--- config.mk ---
export PLATFORM = sky130hd
export DESIGN_NAME = sbc_et
export DESIGN_NICKNAME = d
export VERILOG_FILES = /design/src/rtl/sc_pkg.sv /design/src/rtl/sbc_et_ckpt.sv /design/src/rtl/sbc_et.sv
export SDC_FILE = /design/constraint.sdc
export NUM_CORES = 1
export LEC_CHECK = 0
export ABC_AREA = 1
export CORE_MARGIN = 5
export CORE_UTILIZATION = 31
export DETAILED_ROUTE_END_ITERATION = 8
export DONT_BUFFER_PORTS = 1
export GPL_TIMING_DRIVEN = 0
export PLACE_DENSITY_LB_ADDON = 0.05
export SYNTH_ARGS = -nofsm -noshare
export SYNTH_HDL_FRONTEND = slang
export SYNTH_SLANG_ARGS = --single-unit
export TNS_END_PERCENT = 30
--- constraint.sdc ---
create_clock -name clk -period 4.4 [get_ports clk]
set_input_delay 0.88 -clock clk [delete_from_list [all_inputs] [get_ports clk]]
set_output_delay 0.88 -clock clk [all_outputs]
set_load 0.01 [all_outputs]
--- src/rtl/sc_pkg.sv ---
// Shared types and helpers for the stochastic-to-binary converter family.
package sc_pkg;

  typedef enum logic [1:0] {SBC_IDLE, SBC_RUN, SBC_DONE} sbc_state_t;

  localparam int unsigned SAT_MAXW = 16;

  // Clamp a (w+1)-bit count to the largest w-bit value.
  function automatic logic [SAT_MAXW-1:0] sat(input logic [SAT_MAXW:0] v, input int unsigned w);
    logic [SAT_MAXW:0] lim;
    lim = (SAT_MAXW+1)'(1) << w;
    if (v >= lim) sat = SAT_MAXW'(lim - (SAT_MAXW+1)'(1));
    else          sat = SAT_MAXW'(v);
  endfunction

endpackage

--- src/rtl/sbc_et_ckpt.sv ---
// Checkpoint detector: spots power-of-two bit counts, scales the running count
// to full precision and compares it against the previous checkpoint estimate.
module sbc_et_ckpt #(
  parameter int unsigned WIDTH     = 8,
  parameter int unsigned ET_MIN    = 4,
  parameter int unsigned ET_THRESH = 8
) (
  input  logic [WIDTH:0] n_nx,
  input  logic [WIDTH:0] cnt_nx,
  input  logic [WIDTH:0] est_prev,
  input  logic           have_prev,
  input  logic           et_en_q,
  output logic           is_ckpt,
  output logic [WIDTH:0] est_k,
  output logic           hit
);

  localparam int unsigned CW = WIDTH + 1;

  logic [CW-1:0] diff;

  always_comb begin
    is_ckpt = 1'b0;
    est_k   = '0;
    for (int unsigned k = ET_MIN; k < WIDTH; k++) begin
      if (n_nx == (CW'(1) << k)) begin
        is_ckpt = 1'b1;
        est_k   = cnt_nx << (WIDTH - k);
      end
    end
    diff = (est_k >= est_prev) ? (est_k - est_prev) : (est_prev - est_k);
    hit  = is_ckpt & et_en_q & have_prev & (diff <= CW'(ET_THRESH));
  end

endmodule

--- src/rtl/sbc_et.sv ---
// Stochastic-to-binary converter: counts ones in a unipolar stream and stops
// early once two consecutive power-of-two checkpoint estimates agree.
module sbc_et
  import sc_pkg::*;
#(
  parameter int unsigned WIDTH     = 8,
  parameter int unsigned ET_MIN    = 4,
  parameter int unsigned ET_THRESH = 8
) (
  input  logic             clk,
  input  logic             rst_n,
  input  logic             start,
  input  logic             et_en,
  input  logic             pz_valid,
  input  logic             pz,
  output logic             busy,
  output logic             out_valid,
  input  logic             out_ready,
  output logic [WIDTH-1:0] Bz,
  output logic [WIDTH:0]   cycles_used,
  output logic             early
);

  localparam int unsigned   CW     = WIDTH + 1;
  localparam logic [CW-1:0] N_FULL = CW'(1) << WIDTH;

  sbc_state_t       state, state_nx;
  logic [CW-1:0]    n, n_d, cnt, cnt_d, est_prev, est_prev_d, cycles_used_d;
  logic             have_prev, have_prev_d, et_en_q, et_en_q_d, early_d, start_acc;
  logic [WIDTH-1:0] bz_d;
  logic [CW-1:0]    n_nx, cnt_nx, est_k;
  logic             is_ckpt, hit;

  assign n_nx   = n + CW'(1);
  assign cnt_nx = cnt + CW'(pz);

  sbc_et_ckpt #(
    .WIDTH     (WIDTH),
    .ET_MIN    (ET_MIN),
    .ET_THRESH (ET_THRESH)
  ) u_ckpt (
    .n_nx      (n_nx),
    .cnt_nx    (cnt_nx),
    .est_prev  (est_prev),
    .have_prev (have_prev),
    .et_en_q   (et_en_q),
    .is_ckpt   (is_ckpt),
    .est_k     (est_k),
    .hit       (hit)
  );

  // Next-state and datapath update; early hit wins over full-length end.
  always_comb begin
    state_nx      = state;
    n_d           = n;
    cnt_d         = cnt;
    est_prev_d    = est_prev;
    have_prev_d   = have_prev;
    et_en_q_d     = et_en_q;
    bz_d          = Bz;
    cycles_used_d = cycles_used;
    early_d       = early;
    start_acc     = 1'b0;

    case (state)
      SBC_IDLE: begin
        if (start) start_acc = 1'b1;
      end
      SBC_RUN: begin
        if (pz_valid) begin
          n_d   = n_nx;
          cnt_d = cnt_nx;
          if (hit) begin
            state_nx      = SBC_DONE;
            early_d       = 1'b1;
            bz_d          = WIDTH'(sat((SAT_MAXW+1)'(est_k), WIDTH));
            cycles_used_d = n_nx;
          end else if (n_nx == N_FULL) begin
            state_nx      = SBC_DONE;
            early_d       = 1'b0;
            bz_d          = WIDTH'(sat((SAT_MAXW+1)'(cnt_nx), WIDTH));
            cycles_used_d = n_nx;
          end else if (is_ckpt) begin
            est_prev_d  = est_k;
            have_prev_d = 1'b1;
          end
        end
      end
      SBC_DONE: begin
        if (out_ready) begin
          state_nx = SBC_IDLE;
          if (start) start_acc = 1'b1;
        end
      end
      default: state_nx = SBC_IDLE;
    endcase

    if (start_acc) begin
      state_nx    = SBC_RUN;
      n_d         = '0;
      cnt_d       = '0;
      est_prev_d  = '0;
      have_prev_d = 1'b0;
      et_en_q_d   = et_en;
    end
  end

  always_ff @(posedge clk) begin
    if (!rst_n) begin
      state       <= SBC_IDLE;
      n           <= '0;
      cnt         <= '0;
      est_prev    <= '0;
      have_prev   <= 1'b0;
      et_en_q     <= 1'b0;
      Bz          <= '0;
      cycles_used <= '0;
      early       <= 1'b0;
      busy        <= 1'b0;
      out_valid   <= 1'b0;
    end else begin
      state       <= state_nx;
      n           <= n_d;
      cnt         <= cnt_d;
      est_prev    <= est_prev_d;
      have_prev   <= have_prev_d;
      et_en_q     <= et_en_q_d;
      Bz          <= bz_d;
      cycles_used <= cycles_used_d;
      early       <= early_d;
      busy        <= (state_nx == SBC_RUN);
      out_valid   <= (state_nx == SBC_DONE);
    end
  end

endmodule

# After elaboration in Yosys (flattened, before gate mapping)
# Cells that the tools add are included.
dict set report totals {
  register_bits 51
  out_inout_bits 20
  in_bits 7
}
dict set report classes {
  magnitude_cmp 4
  n_mux 26
  bitwise_logic 6
  n_addsub 4
  n_eq_ne 9
  n_reduce_logical 6
}
# operator n
set ops {}
lappend ops {{$mux W9} 7}
lappend ops {{$mux W8} 4}
lappend ops {{$ge A9 B9 Y1 const B} 2}
lappend ops {{$sub A9 B9 Y9} 2}
lappend ops {{$mux W2} 5}
lappend ops {{$add A9 B1 Y9} 1}
lappend ops {{$add A9 B1 Y9 const B} 1}
lappend ops {{$eq A9 B5 Y1 const B} 1}
lappend ops {{$eq A9 B6 Y1 const B} 1}
lappend ops {{$eq A9 B7 Y1 const B} 1}
lappend ops {{$eq A9 B8 Y1 const B} 1}
lappend ops {{$eq A9 B9 Y1 const B} 1}
lappend ops {{$ge A9 B9 Y1} 1}
lappend ops {{$le A9 B4 Y1 const B} 1}
lappend ops {{$mux W1} 8}
lappend ops {{$pmux W2 S3} 1}
lappend ops {{$reduce_and A5 Y1} 1}
lappend ops {{$eq A2 B1 Y1 const B} 2}
lappend ops {{$eq A2 B2 Y1 const B} 2}
lappend ops {{$and A1 B1 Y1} 3}
lappend ops {{$not A1 Y1} 3}
lappend ops {{$reduce_and A3 Y1} 1}
lappend ops {{$logic_not A2 Y1} 1}
lappend ops {{$pmux W1 S2} 1}
lappend ops {{other kinds (3)} 3}

# Longest topological paths before layout
dict set report logic_depth {
  ltp_word 15
  depth_mapped 34
  mapped_depth_nobuf 33
}

# By module
# From an unflattened synthesis, not the netlist that was laid out.
dict set report hier_totals {
  hier_cells 594
  area_unflattened_um2 3837.4
}
# mod cells_per_inst area_per_inst_um2 instances seq_area_each_um2
set by_module_without_submodules {}
lappend by_module_without_submodules {sbc_et 343 2583.7 1 1021.0}
lappend by_module_without_submodules {sbc_et_ckpt 251 1253.7 1 0.0}

# Least setup slack after synthesis
# No wires, ideal clock.
dict set report synth_timing {
  path_type {in2reg}
  start {input port pz}
  end {register cycles_used[0]}
  t_arrival_ns 4.396
  setup_time_ns 0.132
  t_required_ns 4.268
  stages 28
  setup_slack_ns -0.129
  path_cell_list {ha_1 > ha_1 > nand3_1 > inv_1 > nand3_1 > xor2_1 > inv_1 > nand2_1 > o221ai_1 > or2_2 > ha_1 > nand2_1 > inv_1 > a221oi_1 > nand3_1 > inv_2 > nand2_1 > nand2_1 > nand4_1 > nor2_1 > nand2_1 > nor2_2 > nand3_4 > nand2_2 > nand2_4 > buf_4 > nand2_1 > a21oi_1}
}
dict set report synth_via {
  elab_chain_len 11
  elab_cells_between_ends 14
  classes_between {add/sub (3); order compare (2); mux (6); bitwise (1); reduce/logical (2)}
}
# item line
set synth_rtl {}
lappend synth_rtl {{from (decl)} sbc_et.sv:15} ;# input logic pz,
lappend synth_rtl {{$add A9 B1 Y9 *} sbc_et.sv:35} ;# assign cnt_nx = cnt + CW'(pz);
lappend synth_rtl {{$mux W9 (3 in a row)} sbc_et_ckpt.sv:26} ;# if (n_nx == (CW'(1) << k)) begin
lappend synth_rtl {{$mux W9 *} sbc_et_ckpt.sv:26}
lappend synth_rtl {{named net est_k[8]} sbc_et.sv:31} ;# logic [CW-1:0] n_nx, cnt_nx, est_k;
lappend synth_rtl {{$sub A9 B9 Y9 / $ge A9 B9 Y1 (equally long branches)} sbc_et_ckpt.sv:31} ;# diff = (est_k >= est_prev) ? (est_k - est_prev) : (est_prev - est_k);
lappend synth_rtl {{$mux W9 *} sbc_et_ckpt.sv:31}
lappend synth_rtl {{$le A9 B4 Y1 *} sbc_et_ckpt.sv:32} ;# hit = is_ckpt & et_en_q & have_prev & (diff <= CW'(ET_THRESH));
lappend synth_rtl {{$and A1 B1 Y1 *} sbc_et_ckpt.sv:32}
lappend synth_rtl {{$reduce_bool A2 Y1 (no source line)} n/a}
lappend synth_rtl {{$reduce_and A3 Y1 (no source line)} n/a}
lappend synth_rtl {{to (signal assigned)} sbc_et.sv:129} ;# cycles_used <= cycles_used_d;
lappend synth_rtl {{to (decl)} sbc_et.sv:20} ;# output logic [WIDTH:0] cycles_used,
# The timed path passes the listed nets; every way through them passes the cells marked *.
# A chain may end at the register's enable or synchronous reset.

# Worst setup path in the final report
dict set report layout_timing {
  start {input port pz}
  end {register Bz[3]}
}
dict set report layout_via {
  elab_chain_len 11
  elab_cells_between_ends 19
  classes_between {add/sub (3); order compare (4); mux (9); bitwise (1); reduce/logical (2)}
}
# item line
set layout_rtl {}
lappend layout_rtl {{$add A9 B1 Y9 *} sbc_et.sv:35}
lappend layout_rtl {{$mux W9 (3 in a row)} sbc_et_ckpt.sv:26}
lappend layout_rtl {{$mux W9 *} sbc_et_ckpt.sv:26}
lappend layout_rtl {{named net est_k[8]} sbc_et.sv:31}
lappend layout_rtl {{$sub A9 B9 Y9 / $ge A9 B9 Y1 (equally long branches)} sbc_et_ckpt.sv:31}
lappend layout_rtl {{$mux W9} sbc_et_ckpt.sv:31}
lappend layout_rtl {{$le A9 B4 Y1} sbc_et_ckpt.sv:32}
lappend layout_rtl {{$and A1 B1 Y1} sbc_et_ckpt.sv:32}
lappend layout_rtl {{$reduce_bool A2 Y1 (no source line)} n/a}
lappend layout_rtl {{$reduce_and A3 Y1 (no source line)} n/a}
lappend layout_rtl {{to (signal assigned)} sbc_et.sv:128} ;# Bz <= bz_d;
lappend layout_rtl {{to (decl)} sbc_et.sv:19} ;# output logic [WIDTH-1:0] Bz,
# The timed path passes the listed nets; every way through them passes the cells marked *. The select of a mux whose other input is x is not followed.

==> summary.txt <==
STA
  – Unrepaired setup endpoints after global routing: true
  – Final Hold Viols: 0
  – Final Max Tran Viols: 0
  – Worst Max-Slew Pin Slew: 0.690 ns
  – Max transition margin: 0.540
  – Final worst hold slack: 0.477 ns
  – Share of the clock period used by the worst path: 0.969
  – Final total negative setup slack: 0 ns
  – Highest clock rate: 235 MHz
  – Final setup skew: 0.0104 ns
  – Setup violations, final: 0
  – Post-layout min period: 4.26 ns

Critical path
  – FF-to-FF setup slack: 0.14 ns
  – R2R cell count: 26
  – Highest net fanout along the worst path: 8
  – Source of the worst register-to-register timing path: n[0]$_SDFFE_PP0P_
  – Critical Path Start Type: primary input
  – Crit path capture: Bz[3]$_SDFFE_PN0P_
  – CP arrival: 4.50 ns
  – Kind of critical path: in2reg
  – Element type at the critical path end: flip-flop
  – Endpoint of the worst register-to-register path: Bz[3]$_SDFFE_PN0P_
  – First element of the critical path: pz
  – Worst Path Required: 4.64 ns

Logic synthesis
  – Post-synthesis net count: 561
  – Leading post-synthesis cells by cell area: sky130_fd_sc_hd__dfxtp_1 29%, sky130_fd_sc_hd__nand2_1 14%, sky130_fd_sc_hd__inv_1 8.3%, sky130_fd_sc_hd__a21oi_1 6.6%, sky130_fd_sc_hd__ha_1 6.1%
  – Most instantiated cells after synthesis: 127 x sky130_fd_sc_hd__nand2_1, 77 x sky130_fd_sc_hd__inv_1, 56 x sky130_fd_sc_hd__nor2_1, 50 x sky130_fd_sc_hd__dfxtp_1, 46 x sky130_fd_sc_hd__a21oi_1
  – Leading register cell type out of synthesis: sky130_fd_sc_hd__dfxtp_1
  – Top-count cell post-synth: sky130_fd_sc_hd__nand2_1
  – Proportion of register bits with asynchronous set or reset after synthesis: 0
  – Count of flip-flops with a built-in enable after synthesis: 0
  – Number of warnings issued by yosys: 0
  – Post-Syn Area per Cell: 6.48 µm²
  – Post-Synthesis Cell Area: 3480 µm²
  – Number of instances in the synthesized netlist: 537
  – Sequential share of the synthesized area: 0.288
  – Count of different cell masters after synthesis: 43
  – Top cell type by total area after synthesis: sky130_fd_sc_hd__dfxtp_1
  – Fraction of synthesized cell area taken by the top area cell type: 0.288
  – Synthesized flop and latch total: 50

Floorplanning
  – Die outline width: 116 µm
  – Number of top-level design ports: 27
  – Initial core utilization: 0.318
  – Placeable core region: 10900 µm²
  – DIE AREA: 13400 µm²
  – Overall die height: 116 µm
  – Cell row count: 38

Placed design
  – Placer congestion estimate: 0.829
  – Post-detail-place hpwl: 8390 µm
  – Buffers on Ports: 0

Job
  – Max-cap check violation count: 0

Min path
  – Class of the most critical hold timing path: reg2reg

Clocking
  – Number of sinks on the clock net: 50
  – Worst-case clock buffer depth: 2
  – TritonCTS buffer count: 5
  – TritonCTS clock tree: built
  – Clock latency of the later-clocked register in the worst-skew pair: 0.31 ns
  – Hold buffers post-CTS: 0
  – H-tree level count: 2
  – Clk Tree Root Cell: sky130_fd_sc_hd__clkbuf_16
  – Worst-path clk slew: 0.08 ns

Cells and area
  – Storage cell area: 1010 µm²
  – # diodes: 0
  – Synth-to-layout area growth: 35.0%
  – Multi-input gate area in the final layout: 2630 µm²
  – Layout Nets: 610
  – Layout cells sized above 1: 0.298
  – Number of filler cells placed in the layout: 1135

Pwr
  – Cell leakage power: 1.95 nW
  – Largest vdd supply drop: 0.000155 V
  – Power density over cell area: 204 nW/µm²

Detailed routing
  – Detail Route Antenna Nets: 0
  – Number of vias after detailed routing: 3566
  – Count of TritonRoute iterations in the first routing pass: 5
  – Routed vias/inst: 4.91
  – Iter 0 DRT Violations: 200
  – Final routed DRC violation total: 0
  – Routed length per placed instance: 15.5 µm
  – Post-Route WL: 11300 µm

Run status
  – Run status: completed

Global route
  – Total grt overflow: 0
  – Via count of the first global-routing pass: 3350
  – Initial antenna violation count: 0
  – Global-route wire length before repair: 17800 µm
  – Total Routing Usage GR: 0.170
  – Largest net degree at the start of global routing: 19
worst min-delay path by stage:
stage,slack [ns],depth (start not counted),start,to
final,0.48,2,have_prev$_SDFFE_PP0P_,have_prev$_SDFFE_PP0P_
after global placement,0.47,2,have_prev$_SDFFE_PP0P_,have_prev$_SDFFE_PP0P_
after floorplan,0.44,2,have_prev$_SDFFE_PP0P_,have_prev$_SDFFE_PP0P_
after global routing,0.51,2,cycles_used[2]$_SDFFE_PN0P_,cycles_used[2]$_SDFFE_PN0P_
after CTS,0.48,2,have_prev$_SDFFE_PP0P_,have_prev$_SDFFE_PP0P_
after detailed placement,0.47,2,have_prev$_SDFFE_PP0P_,have_prev$_SDFFE_PP0P_
per-layer routing:
metal	share of wire	routed length (µm)	global-route usage	up-vias
li1	-	-	-	1868
met1	0.49	5490	0.233	1654
met2	0.48	5370	0.278	35
met3	0.026	294	0.0245	9
met4	0.013	147	0.0495	0
met5	0	0	0	-
what timing repair did:
| item | 4_1_cts | 5_1_grt |
|---|---|---|
| endpoints found under the hold margin | 0 | 0 |
| buffers inserted | 16 | 27 |
| endpoints found under the setup margin | 31 | 31 |
| gates cloned | 0 | 1 |
| pin swaps | 13 | 43 |
| resized for setup | 47 | 90 |
report_power, final:
| group | total (mW) | internal (mW) | switching, mW |
|---|---|---|---|
| logic | 0.0728 | 0.0202 | 0.0525 |
| clock network | 0.417 | 0.217 | 0.200 |
| registers | 0.467 | 0.459 | 0.00835 |
| total | 0.957 | 0.696 | 0.261 |
per-stage QoR:
stage	std cells	worst slack, ns	cell area, µm²	utilization	total power, mW
after floorplan	537	0.0235	3510	-	0.516
after global placement	677	-0.975	3680	0.337	0.537
after detailed placement	677	-0.972	3680	0.337	0.537
after CTS	699	0.0130	4120	0.377	0.955
after global routing	727	-0.164	4690	0.429	0.993
final	727	0.137	4690	0.429	0.957
worst max-delay path: stages:
cell	delay (ns)
sky130_fd_sc_hd__ha_4	0.13
sky130_fd_sc_hd__nand2_2	0.07
sky130_fd_sc_hd__nor2_4	0.13
sky130_fd_sc_hd__nand4_1	0.12
sky130_fd_sc_hd__or2_4	0.28
sky130_fd_sc_hd__xor2_2	0.14
sky130_fd_sc_hd__nor2_1	0.05
sky130_fd_sc_hd__or2_4	0.28
sky130_fd_sc_hd__ha_4	0.26
sky130_fd_sc_hd__buf_12	0.12
sky130_fd_sc_hd__a221oi_4	0.30
sky130_fd_sc_hd__nand3_4	0.16
sky130_fd_sc_hd__inv_4	0.11
sky130_fd_sc_hd__nand2_1	0.06
sky130_fd_sc_hd__nand2_1	0.11
sky130_fd_sc_hd__nand4_1	0.10
sky130_fd_sc_hd__nor2_2	0.12
sky130_fd_sc_hd__nand2_1	0.07
sky130_fd_sc_hd__nor2_2	0.15
sky130_fd_sc_hd__nand3_4	0.12
sky130_fd_sc_hd__buf_8	0.14
sky130_fd_sc_hd__a21oi_4	0.30
sky130_fd_sc_hd__nand3_1	0.14
sky130_fd_sc_hd__a21oi_1	0.14
layout make-up:
class / instances / share of cell area
inverters: 79 / 0.0658
well taps: 140 / 0.0373
plain buffers: 11 / 0.0144
clock buffers: 5 / 0.0267
flip-flops and latches: 50 / 0.215
repair buffers: 44 / 0.0741
multi-input cells: 395 / 0.561
clock inverters: 3 / 0.00560
cells in the final DEF, fill, tap and decap left out, types with 4 or more instances in the layout:
master,synthesis,layout
sky130_fd_sc_hd__o21ai_0,21,13
sky130_fd_sc_hd__clkbuf_1,8,6
sky130_fd_sc_hd__nand4_1,26,26
sky130_fd_sc_hd__a21oi_1,46,38
sky130_fd_sc_hd__nand3b_1,4,4
sky130_fd_sc_hd__nand2_4,2,5
sky130_fd_sc_hd__o21ai_2,0,5
sky130_fd_sc_hd__dfxtp_1,50,46
sky130_fd_sc_hd__o21bai_1,5,4
sky130_fd_sc_hd__nand2_1,127,109
sky130_fd_sc_hd__ha_1,17,7
sky130_fd_sc_hd__clkbuf_16,0,5
sky130_fd_sc_hd__inv_1,77,65
sky130_fd_sc_hd__nand3_2,5,10
sky130_fd_sc_hd__a21oi_2,1,7
sky130_fd_sc_hd__nand3_1,38,26
sky130_fd_sc_hd__inv_2,1,9
sky130_fd_sc_hd__nor2_2,5,10
sky130_fd_sc_hd__ha_4,0,9
sky130_fd_sc_hd__nand2_2,4,19
sky130_fd_sc_hd__buf_4,1,40
sky130_fd_sc_hd__nor2_1,56,46
sky130_fd_sc_hd__nor3_1,5,4
sky130_fd_sc_hd__nor2_4,3,8
sky130_fd_sc_hd__buf_6,1,4
sky130_fd_sc_hd__nand3_4,1,8
state kept, by name, summed over array words and instances, names as in the netlist:
signal       count
n                9
est_prev         8
et_en_q          1
early            1
Bz               8
out_valid        1
have_prev        1
state            2
cnt              9
busy             1
cycles_used      9
logic make-up (layout without fill, tap and decap cells):
logic type	Yosys count	in the layout	synth area share
simple gates	287	287	0.395
buf+inv	92	142	0.103
compound gates	85	85	0.138
flops	50	50	0.288
fa+ha+maj	17	17	0.0612
xor+xnor	6	6	0.0151
(Power assumes the default switching activity.)
